### src/rtl/uart_rx_param.sv
// Parametrised UART receiver on the system clock.
// Mid-bit sampling, optional parity, 1 or 2 stop bits, error flags.
module uart_rx_param #(
    parameter int CLKS_PER_BIT = 16,
    parameter int DATA_BITS    = 8,
    parameter int PARITY_EN    = 0,
    parameter int PARITY_ODD   = 0,
    parameter int STOP_BITS    = 1
) (
    input  logic                 clk,
    input  logic                 rst,
    input  logic                 rx,
    output logic [DATA_BITS-1:0] rx_data,
    output logic                 rx_done,
    output logic                 parity_err,
    output logic                 frame_err,
    output logic                 busy,
    output logic [2:0]           state_rx
);

    localparam int CW = $clog2(CLKS_PER_BIT);

    localparam logic [CW-1:0] CNT_HALF  = CW'(CLKS_PER_BIT / 2 - 1);
    localparam logic [CW-1:0] CNT_FULL  = CW'(CLKS_PER_BIT - 1);
    localparam logic [3:0]    LAST_DATA = 4'(DATA_BITS - 1);
    localparam logic [3:0]    LAST_STOP = 4'(STOP_BITS - 1);
    localparam logic          PAR_EN    = (PARITY_EN != 0);
    localparam logic          PAR_ODD   = (PARITY_ODD != 0);

    typedef enum logic [2:0] {
        IDLE   = 3'd0,
        START  = 3'd1,
        DATA   = 3'd2,
        PARITY = 3'd3,
        STOP   = 3'd4
    } state_t;

    // Synchroniser and edge-detect history
    logic meta_q;
    logic rxs_q;
    logic rxs_prev_q;
    logic fall;

    // Frame state
    state_t               state_q, state_d;
    logic [CW-1:0]        cnt_q, cnt_d;
    logic [3:0]           bit_q, bit_d;
    logic [DATA_BITS-1:0] shreg_q, shreg_d;
    logic                 perr_pend_q, perr_pend_d;
    logic                 ferr_pend_q, ferr_pend_d;

    // Registered outputs
    logic [DATA_BITS-1:0] data_q, data_d;
    logic                 done_q, done_d;
    logic                 perr_q, perr_d;
    logic                 ferr_q, ferr_d;

    // Two-flop synchroniser plus one delay stage for falling-edge detection
    always_ff @(posedge clk or posedge rst) begin
        if (rst) begin
            meta_q     <= 1'b1;
            rxs_q      <= 1'b1;
            rxs_prev_q <= 1'b1;
        end else begin
            meta_q     <= rx;
            rxs_q      <= meta_q;
            rxs_prev_q <= rxs_q;
        end
    end

    assign fall = rxs_prev_q & ~rxs_q;

    // State, counters, shifter and output registers
    always_ff @(posedge clk or posedge rst) begin
        if (rst) begin
            state_q     <= IDLE;
            cnt_q       <= '0;
            bit_q       <= '0;
            shreg_q     <= '0;
            perr_pend_q <= 1'b0;
            ferr_pend_q <= 1'b0;
            data_q      <= '0;
            done_q      <= 1'b0;
            perr_q      <= 1'b0;
            ferr_q      <= 1'b0;
        end else begin
            state_q     <= state_d;
            cnt_q       <= cnt_d;
            bit_q       <= bit_d;
            shreg_q     <= shreg_d;
            perr_pend_q <= perr_pend_d;
            ferr_pend_q <= ferr_pend_d;
            data_q      <= data_d;
            done_q      <= done_d;
            perr_q      <= perr_d;
            ferr_q      <= ferr_d;
        end
    end

    // Next-state: sample at bit centres, publish the word at the last stop centre
    always_comb begin
        state_d     = state_q;
        cnt_d       = cnt_q + 1'b1;
        bit_d       = bit_q;
        shreg_d     = shreg_q;
        perr_pend_d = perr_pend_q;
        ferr_pend_d = ferr_pend_q;
        data_d      = data_q;
        done_d      = 1'b0;
        perr_d      = perr_q;
        ferr_d      = ferr_q;

        unique case (state_q)
            IDLE: begin
                cnt_d = '0;
                bit_d = '0;
                if (fall) begin
                    state_d     = START;
                    perr_pend_d = 1'b0;
                    ferr_pend_d = 1'b0;
                end
            end

            START: begin
                if (cnt_q == CNT_HALF) begin
                    cnt_d   = '0;
                    // A line back high at mid-start was a glitch
                    state_d = rxs_q ? IDLE : DATA;
                end
            end

            DATA: begin
                if (cnt_q == CNT_FULL) begin
                    cnt_d   = '0;
                    shreg_d = {rxs_q, shreg_q[DATA_BITS-1:1]};
                    if (bit_q == LAST_DATA) begin
                        bit_d   = '0;
                        state_d = PAR_EN ? PARITY : STOP;
                    end else begin
                        bit_d = bit_q + 4'd1;
                    end
                end
            end

            PARITY: begin
                if (cnt_q == CNT_FULL) begin
                    cnt_d       = '0;
                    perr_pend_d = ((^shreg_q) ^ rxs_q) != PAR_ODD;
                    state_d     = STOP;
                end
            end

            STOP: begin
                if (cnt_q == CNT_FULL) begin
                    cnt_d = '0;
                    if (bit_q == LAST_STOP) begin
                        // Half a bit remains to catch a back-to-back start
                        bit_d   = '0;
                        state_d = IDLE;
                        done_d  = 1'b1;
                        data_d  = shreg_q;
                        perr_d  = perr_pend_q;
                        ferr_d  = ferr_pend_q | ~rxs_q;
                    end else begin
                        bit_d       = bit_q + 4'd1;
                        ferr_pend_d = ferr_pend_q | ~rxs_q;
                    end
                end
            end

            default: begin
                cnt_d   = '0;
                bit_d   = '0;
                state_d = IDLE;
            end
        endcase
    end

    assign rx_data    = data_q;
    assign rx_done    = done_q;
    assign parity_err = perr_q;
    assign frame_err  = ferr_q;
    assign busy       = (state_q != IDLE);
    assign state_rx   = state_q;

endmodule

### config.mk
export PLATFORM = sky130hd
export DESIGN_NAME = uart_rx_param
export DESIGN_NICKNAME = d
export VERILOG_FILES = /design/src/rtl/uart_rx_param.sv
export SDC_FILE = /design/constraint.sdc
export NUM_CORES = 1
export LEC_CHECK = 0
export CAP_MARGIN = 20
export CORE_MARGIN = 1
export CORE_UTILIZATION = 60
export CTS_CLUSTER_SIZE = 12
export DETAILED_ROUTE_END_ITERATION = 8
export DONT_BUFFER_PORTS = 1
export PLACE_DENSITY = 0.73
export SLEW_MARGIN = 5
export SYNTH_ARGS = -nofsm -noshare
export SYNTH_HDL_FRONTEND = slang
export SYNTH_SLANG_ARGS = --single-unit
### constraint.sdc
create_clock -name clk -period 5.8 [get_ports clk]
set_input_delay 0.87 -clock clk [delete_from_list [all_inputs] [get_ports clk]]
set_output_delay 0.87 -clock clk [all_outputs]
set_load 0.05 [all_outputs]
# Word level (Yosys, flattened, before mapping)
# Cells that the tools add are included.
# totals
wordCells	75
register_bits	35
input_bits	3
output_inout_bits	15
# op_classes
muxes	26
add_sub_neg	2
bitwise_logic	5
n_reduce_logical	14
eq_ne	15
# op_table
cell	count
$mux W4	6
$mux W3	7
$ne A2 B2 Y1 const B	8
$pmux W3 S5	1
$pmux W4 S3	1
$reduce_and A3 Y1	3
$add A4 B1 Y4 const B	2
$eq A4 B3 Y1 const B	2
$pmux W4 S2	1
$reduce_xor A8 Y1	1
$mux W1	7
$reduce_and A7 Y1	1
$eq A3 B2 Y1 const B	2
$eq A4 B4 Y1 const B	1
$logic_not A4 Y1	1
$pmux W1 S2	2
$reduce_and A4 Y1	1
$reduce_bool A2 Y1	2
$eq A3 B1 Y1 const B	1
$eq A3 B3 Y1 const B	1
$logic_not A3 Y1	1
$reduce_bool A3 Y1	1
$reduce_or A3 Y1	1
$mux W2	1
6 further kinds	7

# Logic depth before layout (Yosys ltp)
# logic_depth
word_depth	5
depth_mapped	8
mapped_depth_nobuf	6

# Least setup slack after synthesis
# OpenSTA, ideal clock, no wires.
# synth_timing
path_kind	register -> output
start	register state_q[0] (netlist: state_rx[0])
end	output busy
t_required_ns	4.930
n_path_buf	1
arrival_time_ns	1.350
setup_slack_ns	3.580
stages_incl_launch_ff	4
path_cell_list	dfrtp_1 > buf_4 > nor3_1 > inv_1
# synth_via
elab_chain_len	1
# synth_rtl
element	line_no	rtl
start, declared	45	state_t state_q, state_d;
start signal, assigned	87	state_q <= state_d;
$reduce_bool A3 Y1	183	assign busy = (state_q != IDLE);
end, declared	17	output logic busy,
# No other way between the ends.

# Worst setup path after layout
# layout_timing
start	register state_q[1] (netlist: state_rx[1])
end	output busy
# The elaborated chain is that of the path after synthesis.

==> metrics.md <==
| Metric | Value |
|---|---|
| Status | `complete, no violations` |
| DIE WIDTH | `56.1 um` |
| # DRC | `0` |
| First DRT Iteration DRCs | `19` |
| Sequential power share | `45.5%` |
| Worst Setup Start Kind | `register` |
| CP Launch Point | `state_rx[1]$_DFFE_PP0P_` |
| Top FF cell, synth | `dfrtp_1` |
| Die area | `between 3000 and 4000 sq um` |
| Area Growth Syn to Fin | `4.70%` |
| Buffers on Ports | `0` |
| Worst-Margin Slew | `0.914 ns` |
| Yosys top cell area share | `45.6%` |
| Final WL | `3030 um` |
| Grt ovf | `0` |
| Arr. time, crit path | `1.90 ns` |
| Seq/Total Area, Yosys | `about 50%` |
| Crit end category | `primary output` |
| Switching power of the nets | `0.000307 W` |
| Synth unique cells | `between 40 and 50` |
| Num rows | `19` |
| CP Class | `register to primary output` |
| Antenna violations before repair | `0` |
| Reg2reg start | `state_rx[2]$_DFFE_PP0P_` |
| Hold Crit Class | `register to register` |
| Root buf cell | `clkbuf_4` |
| Vias per Instance | `6.30` |
| Post-Synth XOR/XNOR Area | `about 5.3%` |
| Via Count | `between 1000 and 1500` |
| Nets | `between 100 and 150` |
| Final Worst Setup Slack | `3.03 ns` |
| Clock power frac | `between 20% and 30%` |
| Rel. slew slack | `about 40%` |
| Reg-to-reg slack, setup | `approximately 3.2 ns` |
| Post-route ant nets | `0` |
| Setup TNS | `0 ns` |
| IO Count | `18` |
| Req. time, crit path | `around 4.9 ns` |
| HP Start | `meta_q$_DFF_PP1_` |
| Synth Cell Area | `~1800 sq um` |
| # clock sinks | `35` |
| CTS Hold Bufs | `0` |
| Main combinational cell family by area after synthesis | `simple AND/OR/NAND/NOR gates` |
| Final setup fails | `0` |
| Logic pwr share | `between 30% and 40%` |
| Most frequent cells in the layout | `32 x dfrtp_1, 18 x mux2_2, 7 x inv_1, 6 x nor2_1, 6 x xnor2_1` |
| Synth Area in Adders | `2.14%` |
| First-pass GRT wire length | `between 5000 and 6000 um` |
| Post-Syn Instances | `138` |
| Tmin final | `approximately 2.8 ns` |
| Synth async-reset ratio | `100%` |
| Final hold vios | `0` |
| Commonest non-fill, non-tap cell in the layout | `dfrtp_1` |
| RD Place Congestion | `around 0.77` |
| Power per cell area | `about 430 nW/um^2` |
| ANT cells | `0` |
| Syn. warnings | `0` |
| Post-synthesis mux area share | `between 10% and 20%` |
| H-tree Lvls | `2` |
| Area contributors post-synth | `dfrtp_1 46%, mux2_2 12%, dfstp_2 4.5%` |
| Vias in the first global route | `roughly 1100` |
| Pleak | `between 0.8 and 0.9 nW` |
| Post_cts resized | `0` |
| CTS buffer count | `5` |
| Core area | `about 2800 sq um` |
| Worst-path clk slew | `approximately 0.1 ns` |
| Synthesized-area fraction occupied by and/or/nand/nor cells | `about 14%` |
| Post-synth EDFFs | `0` |
| Mapped Avg Cell Area | `12.7 sq um` |
| Largest net degree at the start of global routing | `36` |
| Sw Ratio | `around two fifths` |
| Final Max Slew Viols | `0` |
| Internal Pwr Total | `~0.0005 W` |
| Maximum VDD drop | `around 0.00035 V` |
| Post-DP HPWL | `~2100 um` |
| Die Y | `around 56 um` |
| Clock Path Buffers | `2` |
| WL/cell | `around 18 um` |
| Unrepaired setup endpoints after global routing | `false` |
| Overall global routing resource usage | `22.4%` |
| Post-Syn Nets | `144` |
| Peak Freq | `approximately 0.36 GHz` |
| Maxcap violations | `0` |
| Period Utilization, post-route | `a little under half` |
| Synth area leader | `dfrtp_1` |
| Compound-Gate Fraction of Synth Area | `around a tenth` |
| Post-CTS setup repair buffer count | `0` |
| Layout cell share with drive strength beyond 1 | `29.8%` |
| Clk_lat worst skew | `between 0.3 and 0.4 ns` |
| DRT Pass-1 Iters | `4` |
| Flops & latches, synth | `35` |
| CTS tree | `yes` |
| Starting Density | `between 60% and 70%` |
| Worst-path fanout max | `16` |
| Clock Skew | `around 0.0044 ns` |
| Dpl ws | `between 3 and 4 ns` |
==> sequential cells by signal, summed over array words and instances (netlist names) <==
register	count
state_rx	3
rxs_prev_q	1
perr_pend_q	1
cnt_q	4
parity_err	1
rx_data	8
shreg_q	8
bit_q	4
meta_q	1
rxs_q	1
ferr_pend_q	1
rx_done	1
frame_err	1
==> worst max-delay path, stage by stage (launching register included) <==
cell and delay (ns):
dfrtp_1 0.96, nor3_1 0.14, inv_1 0.45
==> metal layers <==
layer  up-vias  track usage (%)  share of wire (%)
li1        506                -                  -
met3         9             4.65                2.9
met2        17             36.7                 51
met5         -                0                  0
met4         0             12.5                2.7
met1       551             27.4                 43
==> power by group through the flow <==
| stage | sequential, W | combinational [W] | clock (W) |
|---|---|---|---|
| after detailed placement | 0.000366 | 0.000250 | 0 |
| after global routing | 0.000368 | 0.000277 | 0.000196 |
| after floorplan | 0.000334 | 0.000253 | 0 |
| final | 0.000361 | 0.000250 | 0.000182 |
| after global placement | 0.000360 | 0.000242 | 0 |
| after CTS | 0.000361 | 0.000252 | 0.000188 |
==> kinds of logic (layout without fill, tap and decap cells) <==
logic type               Yosys count  count (layout)
flip-flops                        35              35
AND/OR/NAND/NOR                   33              33
AO/OA/AOI/OAI                     24              24
multiplexers                      21              21
buffers and inverters             13              16
XOR/XNOR                           9               9
adder cells (fa/ha/maj)            3               3
==> final timing paths <==
kind,to,cells past startpoint
max,busy,2
min,rxs_q$_DFF_PP1_,0
max reg2reg,rx_data[5]$_DFFE_PP0P_,3
min reg2reg,rxs_q$_DFF_PP1_,0
max in group asynchronous,rxs_q$_DFF_PP1_,2
min in group asynchronous,rx_data[6]$_DFFE_PP0P_,2
==> cells in the mapped netlist (all sizes together), types with 3 or more instances <==
master / count
nor3: 4
buf: 6
dfrtp: 32
nor2: 6
or3b: 3
o21ai: 6
xnor2: 6
ha: 3
inv: 7
mux2: 20
nor3b: 3
dfstp: 3
o221ai: 3
a21oi: 5
and3: 3
==> through the flow <==
| stage | hold slack (ns) | instance area (sq um) | std cells | power [W] | utilization, % |
|---|---|---|---|---|---|
| after floorplan | 0.345 | 1760 | 138 | 0.000587 | - |
| after global placement | 0.347 | 1750 | 164 | 0.000602 | 63.5 |
| after detailed placement | 0.351 | 1750 | 164 | 0.000616 | 63.5 |
| after CTS | 0.367 | 1840 | 172 | 0.000801 | 66.7 |
| after global routing | 0.371 | 1840 | 172 | 0.000841 | 66.7 |
| final | 0.364 | 1840 | 172 | 0.000793 | 66.7 |
==> layout make-up <==
cell class / instances / area (sq um)
clock buffer: 6 / 51.3
clock inverter: 2 / 35.0
fill: 200 / 920
inverter: 7 / 26.3
multi-input combinational: 90 / 800
sequential: 35 / 880
tap: 31 / 38.8
timing repair buffer: 1 / 7.51
Note: power is estimated with default switching activity, not from simulation.
